`src/rtl/i2c_slave_regs_if.sv`:
```
// rtl/i2c_slave_regs_if.sv - I2C pad bundle between bus master and register slave
interface i2c_slave_regs_if;
    logic scl_i;
    logic sda_i;
    logic sda_oe;

    modport master (output scl_i, output sda_i, input sda_oe);
    modport slave  (input scl_i, input sda_i, output sda_oe);
endinterface

```
`src/rtl/i2c_slave_regs.sv`:
```
// rtl/i2c_slave_regs.sv - oversampled I2C slave with byte register file and host read port
module i2c_slave_regs #(
    parameter logic [6:0] SLAVE_ADDR = 7'h50,
    parameter int         NUM_REGS   = 16,
    parameter logic [7:0] RST_VAL    = 8'h00,
    localparam int        RA_W       = $clog2(NUM_REGS)
) (
    input  logic             clk,
    input  logic             rst_n,
    i2c_slave_regs_if.slave  bus,
    input  logic [RA_W-1:0]  host_ra,
    output logic [7:0]       host_rd,
    output logic             wr_stb,
    output logic [7:0]       wr_idx,
    output logic [7:0]       wr_byte,
    output logic             busy,
    output logic             start_det,
    output logic             stop_det
);
    typedef enum logic [3:0] {
        IDLE, DEV_ADDR, DEV_ACK, REG_ADDR, REG_ACK, WR_DATA, WR_ACK, RD_DATA, RD_ACK
    } state_e;

    state_e          state_q, state_d;
    logic [2:0]      scl_q, scl_d, sda_q, sda_d;
    logic [2:0]      cnt_q, cnt_d;
    logic [6:0]      sr_q, sr_d;
    logic [7:0]      tx_q, tx_d;
    logic [RA_W-1:0] ptr_q, ptr_d;
    logic            rw_q, rw_d, mack_q, mack_d;
    logic            sda_oe_q, sda_oe_d;
    logic            wr_stb_q, wr_stb_d;
    logic [7:0]      wr_idx_q, wr_idx_d, wr_byte_q, wr_byte_d;
    logic            start_q, start_d, stop_q, stop_d;
    logic [7:0]      regs_q [NUM_REGS];
    logic [7:0]      regs_d [NUM_REGS];

    logic            scl_rise, scl_fall, start_c, stop_c, sda_s;
    logic [7:0]      byte_in;
    logic [RA_W-1:0] ptr_inc;
    logic [8:0]      ra_ext;

    // [0],[1] form the synchronizer, [2] is the previous synchronized sample
    assign sda_s    = sda_q[1];
    assign scl_rise = scl_q[1] & ~scl_q[2];
    assign scl_fall = ~scl_q[1] & scl_q[2];
    assign start_c  = scl_q[1] & scl_q[2] & ~sda_q[1] & sda_q[2];
    assign stop_c   = scl_q[1] & scl_q[2] & sda_q[1] & ~sda_q[2];
    assign byte_in  = {sr_q, sda_s};
    assign ptr_inc  = (32'(ptr_q) == NUM_REGS - 1) ? '0 : ptr_q + RA_W'(1);

    always_comb begin
        scl_d     = {scl_q[1:0], bus.scl_i};
        sda_d     = {sda_q[1:0], bus.sda_i};
        state_d   = state_q;
        cnt_d     = cnt_q;
        sr_d      = sr_q;
        tx_d      = tx_q;
        ptr_d     = ptr_q;
        rw_d      = rw_q;
        mack_d    = mack_q;
        sda_oe_d  = sda_oe_q;
        wr_stb_d  = 1'b0;
        wr_idx_d  = wr_idx_q;
        wr_byte_d = wr_byte_q;
        start_d   = start_c;
        stop_d    = stop_c;
        regs_d    = regs_q;

        // Bus conditions override any bit sampled in the same cycle
        if (start_c) begin
            state_d  = DEV_ADDR;
            cnt_d    = 3'd7;
            sda_oe_d = 1'b0;
            mack_d   = 1'b0;
        end else if (stop_c) begin
            state_d  = IDLE;
            sda_oe_d = 1'b0;
        end else begin
            if (scl_rise) begin
                sr_d  = byte_in[6:0];
                cnt_d = cnt_q - 3'd1;
            end
            unique case (state_q)
                IDLE: ;
                DEV_ADDR: if (scl_rise && cnt_q == 3'd0) begin
                    if (byte_in[7:1] == SLAVE_ADDR) begin
                        state_d = DEV_ACK;
                        rw_d    = byte_in[0];
                    end else begin
                        state_d = IDLE;
                    end
                end
                // Slave ACK slots: first fall pulls SDA, second fall releases and moves on
                DEV_ACK, REG_ACK, WR_ACK: if (scl_fall) begin
                    if (!sda_oe_q) begin
                        sda_oe_d = 1'b1;
                    end else begin
                        sda_oe_d = 1'b0;
                        cnt_d    = 3'd7;
                        if (state_q == DEV_ACK && rw_q) begin
                            state_d  = RD_DATA;
                            tx_d     = regs_q[ptr_q];
                            sda_oe_d = ~regs_q[ptr_q][7];
                        end else if (state_q == DEV_ACK) begin
                            state_d = REG_ADDR;
                        end else begin
                            state_d = WR_DATA;
                        end
                    end
                end
                REG_ADDR: if (scl_rise && cnt_q == 3'd0) begin
                    if ({1'b0, byte_in} < 9'(NUM_REGS)) begin
                        ptr_d   = RA_W'(byte_in);
                        state_d = REG_ACK;
                    end else begin
                        state_d = IDLE;
                    end
                end
                WR_DATA: if (scl_rise && cnt_q == 3'd0) begin
                    regs_d[ptr_q] = byte_in;
                    wr_stb_d      = 1'b1;
                    wr_idx_d      = 8'(ptr_q);
                    wr_byte_d     = byte_in;
                    ptr_d         = ptr_inc;
                    state_d       = WR_ACK;
                end
                RD_DATA: begin
                    if (scl_rise && cnt_q == 3'd0)
                        state_d = RD_ACK;
                    else if (scl_fall)
                        sda_oe_d = ~tx_q[cnt_q];
                end
                RD_ACK: begin
                    if (scl_fall) begin
                        if (mack_q) begin
                            state_d  = RD_DATA;
                            tx_d     = regs_q[ptr_q];
                            sda_oe_d = ~regs_q[ptr_q][7];
                            cnt_d    = 3'd7;
                            mack_d   = 1'b0;
                        end else begin
                            sda_oe_d = 1'b0;
                        end
                    end else if (scl_rise) begin
                        ptr_d = ptr_inc;
                        if (!sda_s) mack_d = 1'b1;
                        else        state_d = IDLE;
                    end
                end
                default: state_d = IDLE;
            endcase
        end
    end

    always_ff @(posedge clk or negedge rst_n) begin
        if (!rst_n) begin
            state_q   <= IDLE;
            scl_q     <= 3'b111;
            sda_q     <= 3'b111;
            cnt_q     <= 3'd7;
            sr_q      <= '0;
            tx_q      <= '0;
            ptr_q     <= '0;
            rw_q      <= 1'b0;
            mack_q    <= 1'b0;
            sda_oe_q  <= 1'b0;
            wr_stb_q  <= 1'b0;
            wr_idx_q  <= '0;
            wr_byte_q <= '0;
            start_q   <= 1'b0;
            stop_q    <= 1'b0;
            for (int i = 0; i < NUM_REGS; i++) regs_q[i] <= RST_VAL;
        end else begin
            state_q   <= state_d;
            scl_q     <= scl_d;
            sda_q     <= sda_d;
            cnt_q     <= cnt_d;
            sr_q      <= sr_d;
            tx_q      <= tx_d;
            ptr_q     <= ptr_d;
            rw_q      <= rw_d;
            mack_q    <= mack_d;
            sda_oe_q  <= sda_oe_d;
            wr_stb_q  <= wr_stb_d;
            wr_idx_q  <= wr_idx_d;
            wr_byte_q <= wr_byte_d;
            start_q   <= start_d;
            stop_q    <= stop_d;
            regs_q    <= regs_d;
        end
    end

    assign ra_ext     = 9'(host_ra);
    assign host_rd    = (ra_ext < 9'(NUM_REGS)) ? regs_q[host_ra] : 8'h00;
    assign bus.sda_oe = sda_oe_q;
    assign wr_stb     = wr_stb_q;
    assign wr_idx     = wr_idx_q;
    assign wr_byte    = wr_byte_q;
    assign busy       = (state_q != IDLE);
    assign start_det  = start_q;
    assign stop_det   = stop_q;
endmodule
```
`src/flat_wrapper.sv`:
```
// flat-port wrapper written by rule: the top's interface ports become plain ports
module i2c_slave_regs_flat 
#(
    parameter logic [6:0] SLAVE_ADDR = 7'h50,
    parameter int         NUM_REGS   = 16,
    parameter logic [7:0] RST_VAL    = 8'h00,
    localparam int        RA_W       = $clog2(NUM_REGS)
)
  (clk, rst_n, host_ra, host_rd, wr_stb, wr_idx, wr_byte, busy, start_det, stop_det, bus_scl_i, bus_sda_i, bus_sda_oe);
  i2c_slave_regs_if bus_i ();
  input  logic clk;
  input  logic rst_n;
  input  logic [RA_W-1:0] host_ra;
  output logic [7:0] host_rd;
  output logic wr_stb;
  output logic [7:0] wr_idx;
  output logic [7:0] wr_byte;
  output logic busy;
  output logic start_det;
  output logic stop_det;
  input wire logic [$bits(bus_i.scl_i)-1:0] bus_scl_i;
  input wire logic [$bits(bus_i.sda_i)-1:0] bus_sda_i;
  output wire logic [$bits(bus_i.sda_oe)-1:0] bus_sda_oe;
  assign bus_i.scl_i = bus_scl_i;
  assign bus_i.sda_i = bus_sda_i;
  assign bus_sda_oe = bus_i.sda_oe;
  i2c_slave_regs #(.SLAVE_ADDR(SLAVE_ADDR), .NUM_REGS(NUM_REGS), .RST_VAL(RST_VAL)) u_core (.clk(clk), .rst_n(rst_n), .bus(bus_i), .host_ra(host_ra), .host_rd(host_rd), .wr_stb(wr_stb), .wr_idx(wr_idx), .wr_byte(wr_byte), .busy(busy), .start_det(start_det), .stop_det(stop_det));
endmodule
```
`config.mk`:
```
export PLATFORM = sky130hd
export DESIGN_NAME = i2c_slave_regs_flat
export DESIGN_NICKNAME = d
export VERILOG_FILES = /design/src/rtl/i2c_slave_regs_if.sv /design/src/rtl/i2c_slave_regs.sv /design/src/flat_wrapper.sv
export SDC_FILE = /design/constraint.sdc
export NUM_CORES = 1
export LEC_CHECK = 0
export ABC_AREA = 1
export CORE_ASPECT_RATIO = 1.4
export CORE_MARGIN = 10
export CORE_UTILIZATION = 30
export DETAILED_ROUTE_END_ITERATION = 12
export PLACE_DENSITY = 0.47
export RECOVER_POWER = 100
export REMOVE_ABC_BUFFERS = 1
export SYNTH_ARGS = -nofsm -noshare
export SYNTH_HDL_FRONTEND = slang
export SYNTH_SLANG_ARGS = --single-unit
```
`constraint.sdc`:
```
create_clock -name clk -period 4.7 [get_ports clk]
set_clock_uncertainty 0.15 [all_clocks]
set_input_delay 0.94 -clock clk [delete_from_list [all_inputs] [get_ports clk]]
set_output_delay 0.94 -clock clk [all_outputs]
set_load 0.02 [all_outputs]
```
==> flow_summary.json <==
{
  "min_path_type": "flop to flop",
  "grt_pass1_wl_um": 49500,
  "ys_seq_area_share_pct": 44.8,
  "synth.avg_cell_area_um2": 8.04,
  "grt_pass1_vias": 8156,
  "fin_area_um2": 10800,
  "r2r_slack_ns": 0.65,
  "wl_met3_um": 1000,
  "worstPathRequired_ns": 3.61,
  "vdd_drop_max_mv": 0.252,
  "crit_buf_inv": 3,
  "cts_max_level": 4,
  "grt_max_degree": 107,
  "multiInputGateArea_um2": 4300,
  "drv_slew": 106,
  "synth.area.top_cells": "dfrtp_1 42%, nand2_1 11%, o21ai_0 9.0%, o21ai_2 5.4%, a21oi_1 4.3%",
  "ys_async_sr_fraction_pct": 100,
  "clock.fmax_ghz": 0.230,
  "min_period_ns": 4.35,
  "met2_length_um": 15800,
  "end_kind": "output pin",
  "cts_setup_buffers": 0,
  "grt-ovfl-total": 0,
  "p_per_area_nw_per_um2": 317,
  "drtIter0Drc": 632,
  "cts_root_buf": "clkbuf_16",
  "status": "finished, violations left",
  "ant_nets": 0,
  "grt.total_usage_pct": 15.5,
  "coreArea_um2": 32600,
  "crit_fanout": 15,
  "netlist_area_um2": 9960,
  "n_antenna_cell": 0,
  "syn_inst": 1240,
  "final_nets": 1244,
  "yosys_warnings": 0,
  "nFillCells": 3552,
  "cpPeakStageDelay_ns": 0.69,
  "rows": 78,
  "synth-edff-count": 0,
  "dieArea_um2": 41000,
  "final_cells": 1683,
  "finalWirelength_um": 31600,
  "cts_made_buffers": 17,
  "cts_hold_buffers": 0,
  "clk_pin_slew_ns": 0.06,
  "post-dp-hpwl_um": 20800,
  "avgViaCountPerCell": 4.96,
  "slew_headroom_pct": -90.4,
  "rsz0062_at_grt": "no",
  "maxCapViolations": 1,
  "wl_per_cell_um": 18.8,
  "die_w_um": 174,
  "antenna_found_initial": 0,
  "area.growth.synth_to_final_pct": 8.48,
  "die_h_um": 236,
  "synth_top_cell_by_area": "dfrtp_1",
  "synthFlopType": "dfrtp_1",
  "place_congestion": 0.875,
  "power.leakage_nw": 4.82,
  "cp.arrival_ns": 3.26,
  "io_buffers": 32,
  "synth.most_common_cell": "nand2_1",
  "cts_resized": 0,
  "worst_slew_pin_slew_ns": 2.86,
  "start_util_pct": 30.6,
  "path_class": "input port to output pin",
  "drive_above_1_share_pct": 7.64,
  "hold_viol": 0,
  "synth_top_area_share_pct": 42.4,
  "clockBufferDepth": 2,
  "final.setup.tns_ns": 0,
  "finalCritPeriodShare_pct": 92.6,
  "drc": 0,
  "critPathTopFamily": "buffers and inverters",
  "drt-met1-wl_um": 13900,
  "ios": 37,
  "vias": 8356,
  "cts_sinks": 178,
  "violations": "capacitance limit, slew limit",
  "dp.cells": 1651,
  "drtPass1Iterations": 5,
  "cpMaxStageDelayCell": "dlygate4sd3_1",
  "yosysUniqueCellTypes": 41,
  "setup_viol": 0,
  "ys_ff_latch": 178,
  "path_cells": "clkdlybuf4s50_1 > clkinv_1 > o211ai_1 > nand3_1 > nand2_1 > dlygate4sd3_1",
  "worstSetupStartpointType": "input port",
  "cts_tree": "built",
  "placed_area_um2": 10600,
  "worstSkewPairLatency_ns": 0.45,
  "synth_commonest_cells": "290 x nand2_1, 179 x o21ai_0, 169 x dfrtp_1, 100 x inv_1, 85 x a21oi_1",
  "top_layer": "met4",
  "final-seq-area_um2": 4470
}
==> per-layer routing <==
layer | vias to the layer above | track usage, %
li1 | 4084 | -
met1 | 4055 | 18.9
met2 | 176 | 26.8
met3 | 41 | 2.34
met4 | 0 | 6.27
met5 | - | 0
==> layout by cell type, fill, tap and decap left out, drive strengths merged <==
| cell | netlist | layout |
|---|---|---|
| o21ai | 307 | 307 |
| o22ai | 3 | 3 |
| buf | 42 | 21 |
| dfrtp | 169 | 169 |
| dlygate4sd3 | 0 | 26 |
| nand3 | 40 | 40 |
| clkinv | 1 | 7 |
| or2 | 1 | 1 |
| nand4 | 11 | 11 |
| inv | 105 | 105 |
| and3 | 1 | 1 |
| dfstp | 9 | 9 |
| nor3 | 4 | 4 |
| ha | 6 | 6 |
| mux2i | 14 | 14 |
| nand2 | 307 | 307 |
| clkbuf | 43 | 24 |
| o211ai | 14 | 14 |
| a21boi | 2 | 2 |
| nor2 | 62 | 62 |
| clkdlybuf4s50 | 0 | 3 |
| o221ai | 8 | 8 |
| o2111ai | 1 | 1 |
| clkinvlp | 0 | 2 |
| a21oi | 86 | 86 |
| xor2 | 1 | 1 |
| conb | 1 | 4 |
| a31oi | 2 | 2 |
| bufinv | 0 | 3 |
==> kinds of logic (layout without fill, tap and decap cells) <==
| family | after synthesis | count (layout) | synth area share (%) |
|---|---|---|---|
| adder cells (fa/ha/maj) | 6 | 6 | 0.753 |
| AND/OR/NAND/NOR | 426 | 426 | 19.6 |
| other | 1 | 4 | 0.0376 |
| flip-flops | 178 | 178 | 44.8 |
| multiplexers | 14 | 14 | 1.41 |
| AO/OA/AOI/OAI | 423 | 423 | 24.4 |
| XOR/XNOR | 1 | 1 | 0.0879 |
| buffers and inverters | 191 | 191 | 8.93 |
==> report_power, final <==
group,switching (mW),total [mW],internal [mW]
combinational,0.265,0.354,0.0891
sequential,0.0238,1.59,1.57
clock,0.621,1.48,0.858
total,0.910,3.43,2.52
==> worst paths after layout <==
kind / start / endpoint / cells after the start
max: host_ra[2] / host_rd[6] / 6
min: u_core.scl_q[0] / u_core.scl_q[1] / 0
max reg2reg: u_core.scl_q[1] / u_core.regs_q[106] / 9
min reg2reg: u_core.scl_q[0] / u_core.scl_q[1] / 0
max in group asynchronous: rst_n / u_core.ptr_q[1] / 1
min in group asynchronous: rst_n / u_core.regs_q[64] / 1
==> sequential cells by signal, summed over array words and instances, names as in the netlist, 3 cells and up <==
signal	flops
u_core.state_q	4
u_core.sda_q	3
u_core.sr_q	7
u_core.cnt_q	3
u_core.tx_q	8
u_core.regs_q	128
u_core.wr_byte	8
u_core.wr_idx	4
u_core.scl_q	3
u_core.ptr_q	4
==> stage by stage <==
step | hold slack, ns | utilization, % | total power, mW | setup slack, ns
after floorplan | 0.195 | - | 1.80 | 1.13
after global placement | 0.196 | 32.4 | 2.01 | 0.435
after detailed placement | 0.197 | 32.4 | 2.02 | 0.405
after CTS | 0.207 | 34.2 | 3.51 | 0.426
after global routing | 0.215 | 33.2 | 3.57 | 0.187
final | 0.210 | 33.2 | 3.43 | 0.347
==> layout make-up <==
type / count / share of cell area [%]
well taps: 440 / 5.09
multi-input cells: 874 / 39.7
flip-flops and latches: 178 / 41.3
repair buffers: 53 / 4.60
inverters: 106 / 3.73
clock buffers: 21 / 4.26
clock inverters: 11 / 1.25
Power figures use the tool's default switching activity.
